`config.mk`:
```
export PLATFORM = sky130hd
export DESIGN_NAME = mux_4x1_rr
export DESIGN_NICKNAME = d
export VERILOG_FILES = /design/src/rtl/mux_4x1_rr.sv
export SDC_FILE = /design/constraint.sdc
export NUM_CORES = 1
export LEC_CHECK = 0
export BUFFER_PORTS_ARGS = -buffer_cell sky130_fd_sc_hd__buf_2
export CAP_MARGIN = 20
export CORE_ASPECT_RATIO = 1.4
export CORE_MARGIN = 5
export CORE_UTILIZATION = 49
export DETAILED_ROUTE_END_ITERATION = 7
export GPL_TIMING_DRIVEN = 0
export PLACE_DENSITY = 0.85
export SLEW_MARGIN = 20
export SYNTH_ARGS = -nofsm -noshare
export SYNTH_HDL_FRONTEND = slang
export SYNTH_SLANG_ARGS = --single-unit
```
`constraint.sdc`:
```
create_clock -name clk -period 2.8 [get_ports clk]
set_input_delay 0.14 -clock clk [delete_from_list [all_inputs] [get_ports clk]]
set_output_delay 0.14 -clock clk [all_outputs]
set_load 0.02 [all_outputs]
```
`src/rtl/mux_4x1_rr.sv`:
```
// Four-input round-robin collecting multiplexer: merges four valid/ready lanes onto one
// registered output and tags each word with its source lane as {s0,s1}.
module mux_4x1_rr #(
    parameter int WIDTH = 8
) (
    input  logic             clk,
    input  logic             rst,
    input  logic [WIDTH-1:0] d0,
    input  logic [WIDTH-1:0] d1,
    input  logic [WIDTH-1:0] d2,
    input  logic [WIDTH-1:0] d3,
    input  logic             v0,
    input  logic             v1,
    input  logic             v2,
    input  logic             v3,
    output logic             r0,
    output logic             r1,
    output logic             r2,
    output logic             r3,
    output logic [WIDTH-1:0] y,
    output logic             yv,
    input  logic             yr,
    output logic             s0,
    output logic             s1
);
    localparam int NUM_LANES = 4;

    logic [NUM_LANES-1:0][WIDTH-1:0] din;
    logic [NUM_LANES-1:0]            vin;
    logic [NUM_LANES-1:0]            rdy;
    logic [1:0]                      ptr;
    logic [1:0]                      g;
    logic [1:0]                      sel;
    logic                            any_v;
    logic                            le;

    assign din = {d3, d2, d1, d0};
    assign vin = {v3, v2, v1, v0};

    // Output register accepts a word when empty or being drained; held off during reset.
    assign le = ~rst & (~yv | yr);

    // Scan from ptr upward; iterating highest offset first leaves the nearest valid lane in g.
    always_comb begin
        g     = ptr;
        any_v = 1'b0;
        for (int i = NUM_LANES - 1; i >= 0; i--) begin
            if (vin[ptr + 2'(i)]) begin
                g     = ptr + 2'(i);
                any_v = 1'b1;
            end
        end
    end

    always_comb begin
        rdy = '0;
        for (int n = 0; n < NUM_LANES; n++) begin
            rdy[n] = le & any_v & (g == 2'(n));
        end
    end

    assign {r3, r2, r1, r0} = rdy;

    always_ff @(posedge clk or posedge rst) begin
        if (rst) begin
            y   <= '0;
            yv  <= 1'b0;
            sel <= 2'b00;
            ptr <= 2'b00;
        end else if (le) begin
            if (any_v) begin
                y   <= din[g];
                sel <= g;
                yv  <= 1'b1;
                ptr <= g + 2'd1;
            end else begin
                yv  <= 1'b0;
            end
        end
    end

    assign s0 = sel[1];
    assign s1 = sel[0];

endmodule

```
# Word level (Yosys, flattened, before mapping)
# Index checks and enable logic that the tools add are counted.
word_totals:
  register_bits: 13
  out_inout_bits: 15
  elab_cells: 46
op_classes:
  add_sub_neg: 4
  n_lt_le_gt_ge: 5
  n_eq_ne: 3
  n_mux: 19
  n_bitwise: 9
  reduce_logical: 2
op_table:
  columns: ["op", "n"]
  rows:
  - ["binary-select mux 8 bit (select 2 bit)", 1]
  - ["< comparator 2 x 3 -> 1 bit, second input constant", 5]
  - ["2-to-1 mux 1 bit", 9]
  - ["binary-select mux 1 bit (select 2 bit)", 4]
  - ["2-to-1 mux 2 bit", 4]
  - ["2-to-1 mux 8 bit", 1]
  - ["AND 1 bit", 6]
  - ["adder 2 x 1 -> 2 bit, second input constant", 2]
  - ["adder 2 bit, second input constant", 2]
  - ["== test 2 bit, second input constant", 2]
  - ["== test 2 x 1 -> 1 bit, second input constant", 1]
  - ["logical NOT 2 bit", 1]
  - ["NOT 1 bit", 2]
  - ["AND reduction 2 bit", 1]
  - ["bitwise OR 1 bit", 1]

# Longest topological paths before layout
# Gate-level depths: netlist of run 1.
depth:
  depth_word: 9
  depth_mapped: 6

# Worst setup path before layout of run 1
# Ideal clock, no wire load.
synth_timing:
  path_kind: "reg-to-output"
  from: "reg ptr[1]"
  to: "out r2"
  t_arrival_ns: 1.622
  required_ns: 2.660
  slack_ns: 1.038
  stages_incl_launch_ff: 6
  path_buffers: 1
  cell_sequence: "dfrtp_1 -> nor3_1 -> o41ai_4 -> and2_1 -> buf_4 -> nor2b_1"
synth_via:
  elab_chain_len: 9
  word_cells_on_any_way: 22
  cone_classes: "add/sub: 3; eq/ne: 1; mux: 16; bitwise: 2"
synth_lines:
  columns: ["element", "line", "rtl"]
  rows:
  - ["start: declaration", "31", "logic [1:0] ptr;"]
  - ["start signal: assignment", "75", "ptr <= g + 2'd1;"]
  - ["adder 2 bit", "48, 49", null]
  - ["binary-select mux 1 bit (select 2 bit)", "48", "if (vin[ptr + 2'(i)]) begin"]
  - ["2-to-1 mux 1 bit (not written as such)", "48", null]
  - ["2-to-1 mux 2 bit or 2-to-1 mux 1 bit (tied branches) (4 in a row)", "48", null]
  - ["== test 2 bit or AND 1 bit (tied branches)", "58", "rdy[n] = le & any_v & (g == 2'(n));"]
  - ["AND 1 bit (*)", "58", null]
  - ["end: declaration", "18", "output logic r2,"]
# Every way passes the cells marked *; elsewhere a longest branch is shown, timed or not. The select of a mux whose other input is x is not followed.

# Final worst setup path of run 1
# Ends and elaborated chain as after synthesis.

==> results.txt, run 1 <==
Worst min path class -> primary input to flip-flop
Num CTS Buffers -> 3
CP required -> 2.66 ns
Final Hold Vio Count -> 0
Hold Slack -> 0.195 ns
Share of cells above drive strength 1 -> 49.1%
Setup TNS -> 0 ns
DIE WIDTH -> 49.6 um
Synth Area in Simple Gates -> 12.8%
Post-synthesis xor/xnor area fraction -> 0.815%
Largest net degree at the start of global routing -> 14
Clk slew on worst S/H paths -> 0.08 ns
Fmax achieved -> 459 MHz
Flop and latch count out of synthesis -> 13
Startpoint types -> flip-flop
GRT Total Usage -> 18.8%
# DRC -> 0
Initial core utilization -> 50.5%
Min Tclk post-route -> 2.18 ns
Max VDD drop -> 653 uV
Synth Area in Compound Gates -> 39.2%
RSZ-0062 raised after global routing -> no
Library cells used by synthesis -> 33
PortBufs -> 53
Antenna violations before repair -> 0
Chip height -> 65.4 um
Worst-Margin Slew -> 0.573 ns
Layout net count -> 201
Post-cts resize count -> 0
Period utilisation layout -> 77.8%
H-tree levels -> 1
First-pass GRT wire length -> 4920 um
Slowest-stage cell, CP -> dfrtp_1
Lkg Pwr -> 0.666 nW
Post-DP HPWL -> 2290 um
DR vias -> 1,049
Syn_nets -> 142
Clk root buf -> clkbuf_4
CP Cell Sequence -> nor3_1 -> o41ai_4 -> and2_1 -> buf_4 -> nor2b_1 -> buf_2
Core area -> 2130 um2
Cells after synthesis -> 103
Total power -> 1.13 mW
Synthesis warning total -> 0
DIE AREA -> 3240 um2
CTS tree -> done
Skew-Pair Late Insertion Delay -> 0.27 ns
Worst path max stage delay -> 0.48 ns
Slew headroom -> 61.5%
Bufs on Longest Clock Path -> 2
Remaining Overflow, GRT -> 0
Top-area cell type share of the netlist area -> 30.3%
Avg Synthesized Cell Area -> 10.4 um2
Adder-cell share of the synthesized area -> 0%
Syn Std Cell Area -> 1070 um2
Mux cell area share after synthesis -> 7.45%
Status -> complete, no violations
Seq/Total Area, Yosys -> 30.3%
Setup Skew -> 0.00283 ns
Arrival time of the worst setup path -> 2.04 ns
Post-DRT Antenna Nets -> 0
Avg WL per Cell -> 15.9 um
Max-slew violations -> 0
Largest family of logic cells by synthesized area -> compound AO/OA/AOI/OAI gates
Critical path class -> flip-flop to primary output
# rows -> 20
Power per cell area -> 804 nW/um2
CP endpoint kind -> primary output
Leading area contributor after synthesis -> dfrtp_1
Routed WL -> 2910 um
Number of global-route vias before repair -> 1,151
P&R area growth vs syn -> 30.6%
Antenna cell count -> 0
Clock sinks -> 13
Top cells by area, synth -> dfrtp_1, a2111oi_4, mux2i_1, a211oi_2, a31oi_1
Drt via density -> 5.73
GP Congestion -> 0.731
DR iter-0 viols -> 29
Number of I/O pins -> 54
Final core utilization -> 66.0%
CP max FO -> 10
Setup Fix Bufs, Post-CTS -> 0
Total of max-cap violations -> 0
Non-filler cells, final -> 183
Count of final setup violators -> 0
Hold_buf cts -> 1
TritonRoute pass-1 iters -> 4
Placed cells -> 178
[worst paths after layout]
check	from	endpoint	slack [ns]	depth (start not counted)
worst max-delay path	ptr[1]$_DFFE_PP0P_	r2	0.62	6
worst min-delay path	d2[7]	y[7]$_DFFE_PP0P_	0.19	3
worst max register to register	ptr[0]$_DFFE_PP0P_	y[0]$_DFFE_PP0P_	0.96	6
worst min register to register	sel[1]$_DFFE_PP0P_	sel[1]$_DFFE_PP0P_	0.48	1
max in group asynchronous	rst	ptr[1]$_DFFE_PP0P_	1.99	3
min in group asynchronous	rst	yv$_DFFE_PP0P_	0.46	3
[final cells by class]
class                   instances  area (um2)
inverters                      11        41.3
plain buffers                   6        60.1
well taps                      22        27.5
flip-flops and latches         13         325
fillers                       182         723
repair buffers                 54         275
multi-input cells              73         648
clock buffers                   4        26.3
[power breakdown]
group          internal (mW)  switching (mW)
Sequential             0.267          0.0598
Clock                 0.0552          0.0618
Combinational          0.288           0.396
[cell usage in the layout, fill, tap and decap left out]
cell           instances
buf_4                  1
o21a_1                 1
o41ai_4                1
clkbuf_4               3
nor2b_1                4
a21boi_0               1
nor2b_2                1
a21o_1                 1
o21ai_4                1
nand2_1                5
mux2i_1                8
and3_1                 1
o21bai_4               1
buf_12                 1
nand2b_1               1
a2111oi_2              3
clkbuf_1               1
a2111oi_4              4
a21oi_1                1
o21ai_1                3
and2_1                 1
a211oi_1               4
dlygate4sd3_1          1
a2111oi_0              1
xnor2_1                1
nor2_1                12
o21ai_0                1
buf_2                 55
inv_1                 11
a211o_4                1
buf_6                  2
nor3_1                 2
a211oi_2               4
dfrtp_1               13
a31oi_1                8
and3_4                 1
[state kept, by name, summed over array words and instances (netlist names)]
| signal | flops |
|---|---|
| ptr | 2 |
| sel | 2 |
| y | 8 |
| yv | 1 |
[critical path, delay by kind of cell (launching register included)]
family | cells | cell delay [ns]
buf+inv | 2 | 0.37
compound gates | 1 | 0.44
flops | 1 | 0.48
simple gates | 3 | 0.48
[logic make-up after synthesis]
kind of cell / after synthesis
AO/OA/AOI/OAI: 36
buffers and inverters: 17
multiplexers: 8
flip-flops: 13
XOR/XNOR: 1
AND/OR/NAND/NOR: 28
[per-stage QoR]
step                      area, um2  setup slack (ns)
final                          1400             0.623
after global routing           1400             0.437
after CTS                      1400             0.595
after detailed placement       1370             0.893
after global placement         1370             0.974
after floorplan                1070              1.04
[synth_stat cells, drive strengths merged]
cell type and n:
inv 11, a21o 1, dfrtp 13, a211o 1
o21a 1, o21ai 5, buf 6, a2111oi 8
nor2 12, o21bai 1, a21oi 1, nand2 5
and3 2, o41ai 1, mux2i 8, a211oi 8
xnor2 1, nand2b 1, a21boi 1, nor3 2
a31oi 8, nor2b 5, and2 1
[per-layer routing]
layer  global-route usage [%]  part of all wire, %
met1                     20.3                   37
met2                     35.8                   57
met3                     2.72                  4.5
met4                     6.89                  1.1
met5                        0                    0
No activity file was read; power rests on OpenSTA's default activity.
==> run 2, diff against run 1 <==
--- a/config.mk
+++ b/config.mk
@@ -9,10 +9,10 @@
 export CAP_MARGIN = 20
 export CORE_ASPECT_RATIO = 1.4
 export CORE_MARGIN = 5
-export CORE_UTILIZATION = 49
+export CORE_UTILIZATION = 45
 export DETAILED_ROUTE_END_ITERATION = 7
 export GPL_TIMING_DRIVEN = 0
-export PLACE_DENSITY = 0.85
+export PLACE_DENSITY = 0.79
 export SLEW_MARGIN = 20
 export SYNTH_ARGS = -nofsm -noshare
 export SYNTH_HDL_FRONTEND = slang
==> constraint.sdc (replaced) <==
create_clock -name clk -period 2.25 [get_ports clk]
set_input_delay 0.1125 -clock clk [delete_from_list [all_inputs] [get_ports clk]]
set_output_delay 0.1125 -clock clk [all_outputs]
set_load 0.02 [all_outputs]
==> run 2 against run 1 <==
  * Clock power increased by 23%
  * Combinational power increased by 24%
  * Wire length decreased by 2.4%
  * Clock-buffer cell count unchanged
  * Die area increased by 7.3%
  * Utilization decreased by 5.9 points
  * Largest cell class unchanged
==> results.txt, run 2 (synthesis results as in run 1) <==
Hold Slack -> 0.180 ns
First-pass GRT wire length -> 4830 um
CTS tree -> done
Setup TNS -> 0 ns
Worst r2r path cells -> 6
Count of final setup violators -> 0
Most common cell after layout, fill and taps aside -> buf_2
DR vias -> 1,004
Num CTS Buffers -> 3
DP Worst Slack -> 0.416 ns
Avg WL per Cell -> 15.4 um
DIE WIDTH -> 51.3 um
CP max FO -> 10
Initial core utilization -> 46.0%
DR iter-0 viols -> 20
Routed WL -> 2840 um
Remaining Overflow, GRT -> 0
Critical path class -> flip-flop to primary output
PortBufs -> 53
P&R area growth vs syn -> 30.7%
Layout net count -> 201
# rows -> 21
Min Tclk post-route -> 2.14 ns
DIE AREA -> 3480 um2
Period utilisation layout -> 94.9%
Max-slew violations -> 0
Fmax achieved -> 468 MHz
Number of global-route vias before repair -> 1,092
CP endpoint kind -> primary output
Antenna cell count -> 0
Largest regs -> y x8, ptr x2, sel x2
# DRC -> 0
Share of cells above drive strength 1 -> 49.1%
Status -> complete, no violations
GRT Total Usage -> 18.3%
Max reg flops -> 8
Power per cell area -> 992 nW/um2
PnR worst setup slack -> 0.114 ns
Slew headroom -> 63.2%
RSZ-0062 raised after global routing -> no
Post-DRT Antenna Nets -> 0
Drt via density -> 5.46
Skew-Pair Late Insertion Delay -> 0.27 ns
Reg with most FFs -> y
Post-DP HPWL -> 2320 um
Most frequent cells in the layout -> buf_2, dfrtp_1, nor2_1
TritonRoute pass-1 iters -> 4
Number of I/O pins -> 54
Total of max-cap violations -> 0
Clk slew on worst S/H paths -> 0.08 ns
Lkg Pwr -> 0.666 nW
Worst-Margin Slew -> 0.549 ns
Startpoint types -> flip-flop
H-tree levels -> 1
Antenna violations before repair -> 0
Clk root buf -> clkbuf_4
Core area -> 2340 um2
Max VDD drop -> 508 uV
Hold depth -> 3
Largest net degree at the start of global routing -> 14
Setup Skew -> 0.00552 ns
CP required -> 2.14 ns
Chip height -> 67.8 um
Bufs on Longest Clock Path -> 2
GP Congestion -> 0.761
Arrival time of the worst setup path -> 2.02 ns
Final Hold Vio Count -> 0
Clock sinks -> 13
Final core utilization -> 60.1%
Worst min path class -> primary input to flip-flop
[run 2: cell counts in the layout (fill, tap and decap cells not counted)]
Identical to the previous run, type by type.
[run 2: final timing paths]
| kind | start | endpoint | slack [ns] |
|---|---|---|---|
| max in group asynchronous | rst | y[5]$_DFFE_PP0P_ | 1.46 |
| setup reg to reg | ptr[0]$_DFFE_PP0P_ | y[1]$_DFFE_PP0P_ | 0.46 |
| hold reg to reg | sel[1]$_DFFE_PP0P_ | sel[1]$_DFFE_PP0P_ | 0.48 |
| setup / recovery | ptr[1]$_DFFE_PP0P_ | r2 | 0.11 |
| hold / removal | d2[3] | y[3]$_DFFE_PP0P_ | 0.18 |
| min in group asynchronous | rst | yv$_DFFE_PP0P_ | 0.43 |
[run 2: power breakdown]
group | leakage, nW | switching [mW] | internal (mW) | total (mW)
combinational | 0.505 | 0.488 | 0.359 | 0.847
clock | 0.0150 | 0.0750 | 0.0685 | 0.144
sequential | 0.146 | 0.0723 | 0.332 | 0.404
total | 0.666 | 0.635 | 0.759 | 1.39
[run 2: critical path, cell delays in order, from the launching register on]
cell	delay, ns
dfrtp_1	0.48
nor3_1	0.13
o41ai_4	0.46
and2_1	0.19
buf_4	0.19
nor2b_1	0.13
buf_2	0.16
[run 2: what timing repair did]
action,CTS,global route
gates resized for setup,0,1
setup buffers,0,0
hold buffers,1,0
hold endpoints to repair,13,0
setup endpoints to repair,0,1
[run 2: final cells by class]
type                            instances  area (um2)
Buffer                                  6        60.1
Clock buffer                            4        26.3
Fill cell                             213         933
Inverter                               11        41.3
Multi-Input combinational cell         73         648
Sequential cell                        13         325
Tap cell                               23        28.8
Timing Repair Buffer                   54         275
[run 2: per-stage QoR]
stage                     cell area, um2  std cells  power, mW
after global routing                1410        184       1.49
after CTS                           1410        184       1.40
final                               1410        184       1.39
after detailed placement            1370        179       1.26
after global placement              1370        179       1.23
after floorplan                     1070        103       1.03
[run 2: per-layer routing]
| layer | GRT usage [%] | vias up | part of all wire, % |
|---|---|---|---|
| li1 | - | 493 | - |
| met1 | 18.8 | 473 | 35 |
| met2 | 36.1 | 34 | 58 |
| met3 | 2.40 | 4 | 5.0 |
| met4 | 8.52 | 0 | 1.7 |
| met5 | 0 | - | 0 |
